<file path="src/rtl/rgb_pwm_driver.sv">
// Three-channel 8-bit PWM driver for a discrete RGB LED.
// Colour is double-buffered per channel and only taken at frame wrap.

module rgb_pwm_lane (
  input  logic       clk,
  input  logic       rst,
  input  logic       enable,
  input  logic       load,
  input  logic [7:0] duty_in,
  input  logic [7:0] pwm_cnt,
  output logic       led
);
  logic [7:0] sh;

  always_ff @(posedge clk or negedge rst) begin
    if (!rst) begin
      sh  <= 8'd0;
      led <= 1'b0;
    end else begin
      if (load) sh <= duty_in;
      led <= enable && (pwm_cnt < sh);
    end
  end
endmodule

module rgb_pwm_driver #(
  parameter int unsigned PRESCALE = 1
) (
  input  logic        clk,
  input  logic        rst,
  input  logic        enable,
  input  logic [23:0] light,
  output logic        led_r,
  output logic        led_g,
  output logic        led_b,
  output logic        frame_start
);
  localparam int NUM_LANES = 3;
  localparam int VEC_W     = 8;
  localparam logic [15:0] PRE_MAX = 16'(PRESCALE - 1);

  logic [15:0] pre_cnt;
  logic [VEC_W-1:0] pwm_cnt;
  logic step, wrap, load;
  logic [NUM_LANES-1:0][VEC_W-1:0] duty;
  logic [NUM_LANES-1:0] led_vec;

  assign step = (pre_cnt == PRE_MAX);
  assign wrap = step && (pwm_cnt == 8'hFF);
  // While disabled the shadows track light, so re-enable starts with the latest colour.
  assign load = !enable || wrap;
  assign duty = light;

  always_ff @(posedge clk or negedge rst) begin
    if (!rst) begin
      pre_cnt     <= 16'd0;
      pwm_cnt     <= 8'd0;
      frame_start <= 1'b0;
    end else if (!enable) begin
      pre_cnt     <= 16'd0;
      pwm_cnt     <= 8'd0;
      frame_start <= 1'b0;
    end else begin
      pre_cnt     <= step ? 16'd0 : pre_cnt + 16'd1;
      if (step) pwm_cnt <= pwm_cnt + 8'd1;
      frame_start <= (pwm_cnt == 8'd0) && (pre_cnt == 16'd0);
    end
  end

  generate
    for (genvar i = 0; i < NUM_LANES; i++) begin : g_lane
      rgb_pwm_lane u_lane (
        .clk     (clk),
        .rst     (rst),
        .enable  (enable),
        .load    (load),
        .duty_in (duty[i]),
        .pwm_cnt (pwm_cnt),
        .led     (led_vec[i])
      );
    end
  endgenerate

  assign led_r = led_vec[2];
  assign led_g = led_vec[1];
  assign led_b = led_vec[0];
endmodule
</file>
<file path="config.mk">
export PLATFORM = sky130hd
export DESIGN_NAME = rgb_pwm_driver
export DESIGN_NICKNAME = d
export VERILOG_FILES = /design/src/rtl/rgb_pwm_driver.sv
export SDC_FILE = /design/constraint.sdc
export NUM_CORES = 1
export LEC_CHECK = 0
export CORE_ASPECT_RATIO = 0.7
export CORE_MARGIN = 4
export CORE_UTILIZATION = 45
export DETAILED_ROUTE_END_ITERATION = 16
export PLACE_DENSITY_LB_ADDON = 0.08
export SYNTH_ARGS = -nofsm -noshare
export SYNTH_HDL_FRONTEND = slang
export SYNTH_SLANG_ARGS = --single-unit
</file>
<file path="constraint.sdc">
create_clock -name clk -period 5.65 [get_ports clk]
set_input_delay 0.565 -clock clk [delete_from_list [all_inputs] [get_ports clk]]
set_output_delay 0.565 -clock clk [all_outputs]
set_load 0.03 [all_outputs]
</file>
* Yosys cells after proc, flatten, opt, wreduce, memory -nomap -nowiden
Cells that the tools add are included.
Storage, ports and cells: bits in registers 52, latch bits 0, memory bits (writable) 0, ROM bits 0, output and inout bits 4, word-level logic and storage cells 30, memories kept 0
Cells by class: add/sub/neg operators 2, $mul 0, divide/modulo/power cells 0, order comparisons 3, equal/unequal tests 2, shift operators 0, muxes and demuxes 5, bitwise operators 0, reduce and logical (&&, ||, !) cells 9
Operators by type and width (count):
- $mux 16 | 2
- $lt 8x8->1 | 3
- $add 16x1->16 const B | 1
- $logic_not 16->1 | 1
- $mux 8 | 2
- $add 8x1->8 const B | 1
- $eq 8x8->1 const B | 1
- $logic_not 8->1 | 1
- $logic_and 1x1->1 | 5
- $ne 2x1->1 const B | 1
- $logic_not 1->1 | 1
- $logic_or 1x1->1 | 1
- $mux 1 | 1

* Logic depth before layout (Yosys ltp)
depth after elaboration 3, mapped depth 8, gate-level depth less buffers 6

* Hierarchy
Synthesis repeated with hierarchy kept, for this count alone.
Unflattened totals: cell total of the unflattened synthesis 293, area total of the unflattened synthesis 2771.4 um2
By module, submodules not included:
- rgb_pwm_lane | times used 3, cells each 51, area each 489.2 um2, sequential area each 225.2 um2
- rgb_pwm_driver | times used 1, cells each 140, area each 1303.8 um2, sequential area each 625.6 um2

* Worst setup path before layout
OpenSTA, ideal clock, no wires.
kind reg2reg, from reg pre_cnt[0], to reg g_lane[0].u_lane.sh[0], library setup time 127 ps, data arrival time 1930 ps, path slack 3593 ps, cell stages (with the launch flop) 8, buffers on the path 1, clock period less this slack 2057 ps, path through dfrtp_1 -> inv_1 -> ha_1 -> nor3b_1 -> nand4_1 -> o31ai_4 -> buf_6 -> mux2_1
On the way: word-level cells in the longest chain between the ends 3
Ends and longest elaborated chain:
- start: declaration | line 42 | logic [15:0] pre_cnt;
- start signal: assignment | line 64 | pre_cnt <= step ? 16'd0 : pre_cnt + 16'd1;
- $logic_not 16->1 | line 48 | assign step = (pre_cnt == PRE_MAX);
- $logic_and 1x1->1 | line 49 | assign wrap = step && (pwm_cnt == 8'hFF);
- $logic_or 1x1->1 | line 51 | assign load = !enable || wrap;
- end signal: assignment | line 20 | if (load) sh <= duty_in;
- end: declaration | line 13 | logic [7:0] sh;
Every way passes these cells. A chain may end at the register's enable or synchronous reset.

* Worst setup path in the final report
from reg pre_cnt[0], to reg g_lane[2].u_lane.sh[7]
On the way: word-level cells in the longest chain between the ends 3
Ends and longest elaborated chain (line):
- $logic_not 16->1 | 48
- $logic_and 1x1->1 | 49
- $logic_or 1x1->1 | 51
- end signal: assignment | 20
- end: declaration | 13
Every way passes these cells.

==> impl_metrics.ini <==
[run_status]
status = finished, final reports clean

[critical_path]
crit_type = reg -> reg
worstPathMaxFanout = 14
critPathSlowestCell = o31ai_4
cp_data_required_time_ns = 5.84
slowest_delay_ns = 0.78
crit_family = compound AO/OA/AOI/OAI gates
rrSetupSlack_ns = 2.65
cp-end-kind = flip-flop
crit_path_start_kind = flip-flop
path_cells = inv_1 -> ha_1 -> nor3b_1 -> nand4_1 -> o31ai_4 -> buf_4 -> mux2_2
critPathArrivalTime_ns = 3.19
path_buf_inv = 2

[final_layout]
areaGrowthSynthToFinish_pct = 16.3
fin_nets = 349
final_cell_mix = dfrtp_1, inv_1, clkdlybuf4s50_1
fillers = 533
diodes = 0
layout-drive-gt1-share = 0.0705
multi_input_area_sq_um = 1360
final_common_cell = dfrtp_1
fin_cells = 373
ff_latch_area_sq_um = 1300

[global_routing]
grt_pass1_wl_um = 9580
antenna_found_initial = 0
overflow = 0
grt_max_degree = 53
grt_use_total = 0.163
grt_pass1_vias = 1956

[logic_synthesis]
synth_xor_area_frac = 0.0435
yosysTopAreaCell = dfrtp_1
synth_edf_count = 0
synthAdderAreaFrac = 0.111
synth_top_area_share = 0.461
syn_nets = 315
yosys.cell_types.count = 36
synthFlopType = dfrtp_1
muxShareOfSynthArea = 0.103
yosysWarnings = 0
synthCells = 263
async_flop_share = 1.00
synth_area_leaders = dfrtp_1, ha_1, mux2_1
synth_top_family_by_area = simple AND/OR/NAND/NOR gates
seq_area_frac_synth = 0.461
synthSimpleGateAreaFrac = 0.158
synth-seq-cells = 52
synth_compound_area_frac = 0.0661
synth_area_sq_um = 2820
syn_avg_cell_area_sq_um = 10.7

[power_and_ir_drop]
pwr-share-seq = 0.565
ir_drop_v = 0.000101
power_density_nw_per_um2 = 219
p_leak_nw = 1.47
p_int_uw = 540
power_uw = 719
power.switching_uw = 179
combPwrFrac = 0.127
clock_power_share = 0.307
switching_share = 0.249

[routing]
drc = 0
vias = 1982
ant_nets = 0
avgViaCountPerCell = 5.31
dr.pass1.iters = 4
drtIter0Drc = 87
post_drt_wl_per_cell_um = 14.8
drt-total-wl_um = 5520

[timing]
max_slew_margin = 0.551
fin_crit_sh = 0.531
fin_skew_ns = 0.00663
slew_viol_final = 0
rsz0062_at_grt = false
setup_tns_ns = 0
min_period_ns = 3.00
max_freq_mhz = 333
hold_viol_final = 0
setup_violations = 0
tightest_slew_ns = 0.674

[die]
io_pins = 31
die_h_um = 74.2
die_w_um = 103
core.rowCount = 23
core_area_sq_um = 5900
dieArea_sq_um = 7620
start_util = 0.478

[clock_network]
clk_pin_slew_ns = 0.09
ctsHoldBuffers = 0
htree_levels = 2
cts.sinks = 52
clockBufferDepth = 2
numCtsBuffers = 5
cts-root-buf = clkbuf_8
insertion_delay_ns = 0.30
postCtsSetupBuffers = 0
cts.repair.resized = 0
cts_tree = yes

[placement]
place_inst = 365
io_buffers = 30
place_congestion = 0.826
dp_hpwl_um = 3950

[min_path]
hold_class = in -> async

[run]
maxCapViolCount = 0
per-layer routing:
metal,routed length (um),track usage,share of wire
met5,0,0,0
met4,57,0.0451,0.010
met3,283,0.0375,0.051
met2,2080,0.217,0.38
met1,3100,0.260,0.56
sequential cells by signal, indices dropped and copies added (netlist names):
name and cells:
g_lane.u_lane.sh 24, pre_cnt 16, pwm_cnt 8, g_lane.u_lane.led 3
frame_start 1
synth_stat cells (4+ instances only):
library cell / count
inv_1: 32
nand2_1: 7
dfrtp_1: 52
nand3_1: 8
nor2_1: 23
xor2_1: 5
ha_1: 25
nand4_1: 7
nand2b_1: 4
nor3_1: 9
o21ai_0: 6
mux2_2: 4
mux2_1: 20
a21oi_1: 12
xnor2_1: 9
area by class of cell:
cell class | count | area share
multi-input combinational | 173 | 0.414
sequential | 52 | 0.397
timing repair buffer | 32 | 0.0946
inverter | 33 | 0.0378
tap | 75 | 0.0286
clock buffer | 6 | 0.0252
clock inverter | 2 | 0.00305
kinds of logic (layout without fill, tap and decap cells):
group,after synthesis,count (layout)
AOI/OAI and AO/OA,28,28
xor gates and xnor gates,14,14
adders and majority gates,25,25
buffers and inverters,38,73
DFF,52,52
muxes,26,26
and+or+nand+nor,80,80
per-stage QoR:
stage | worst slack, ns | area, sq um | utilization | hold slack [ns]
after floorplan | 3.59 | 2820 | - | 0.269
after global placement | 2.69 | 3190 | 0.540 | 0.468
after detailed placement | 2.65 | 3190 | 0.540 | 0.475
after CTS | 2.63 | 3280 | 0.556 | 0.397
after global routing | 2.36 | 3280 | 0.556 | 0.433
final | 2.65 | 3280 | 0.556 | 0.372
worst reg2reg max path, stage by stage (launching register included):
cell and delay (ns):
dfrtp_1 0.45, inv_1 0.08, ha_1 0.13, nor3b_1 0.26, nand4_1 0.49, o31ai_4 0.79
buf_4 0.35, mux2_2 0.35
path summary, 6_finish.rpt:
path	startpoint	depth (start not counted)	end
setup / recovery	pre_cnt[0]	7	g_lane[2].u_lane.sh[7]
hold / removal	rst	2	pre_cnt[10]
setup reg to reg	pre_cnt[0]	7	g_lane[2].u_lane.sh[7]
hold reg to reg	g_lane[2].u_lane.sh[1]	1	g_lane[2].u_lane.sh[1]
max in group asynchronous	rst	2	g_lane[2].u_lane.sh[3]
min in group clk	g_lane[2].u_lane.sh[1]	1	g_lane[2].u_lane.sh[1]
power groups by stage:
stage,combinational [mW],sequential (mW),clock [mW]
final,0.0915,0.406,0.221
after global routing,0.107,0.409,0.245
after detailed placement,0.0933,0.414,0
after floorplan,0.0494,0.413,0
after CTS,0.0940,0.407,0.231
after global placement,0.0917,0.414,0
(Power assumes the default switching activity.)
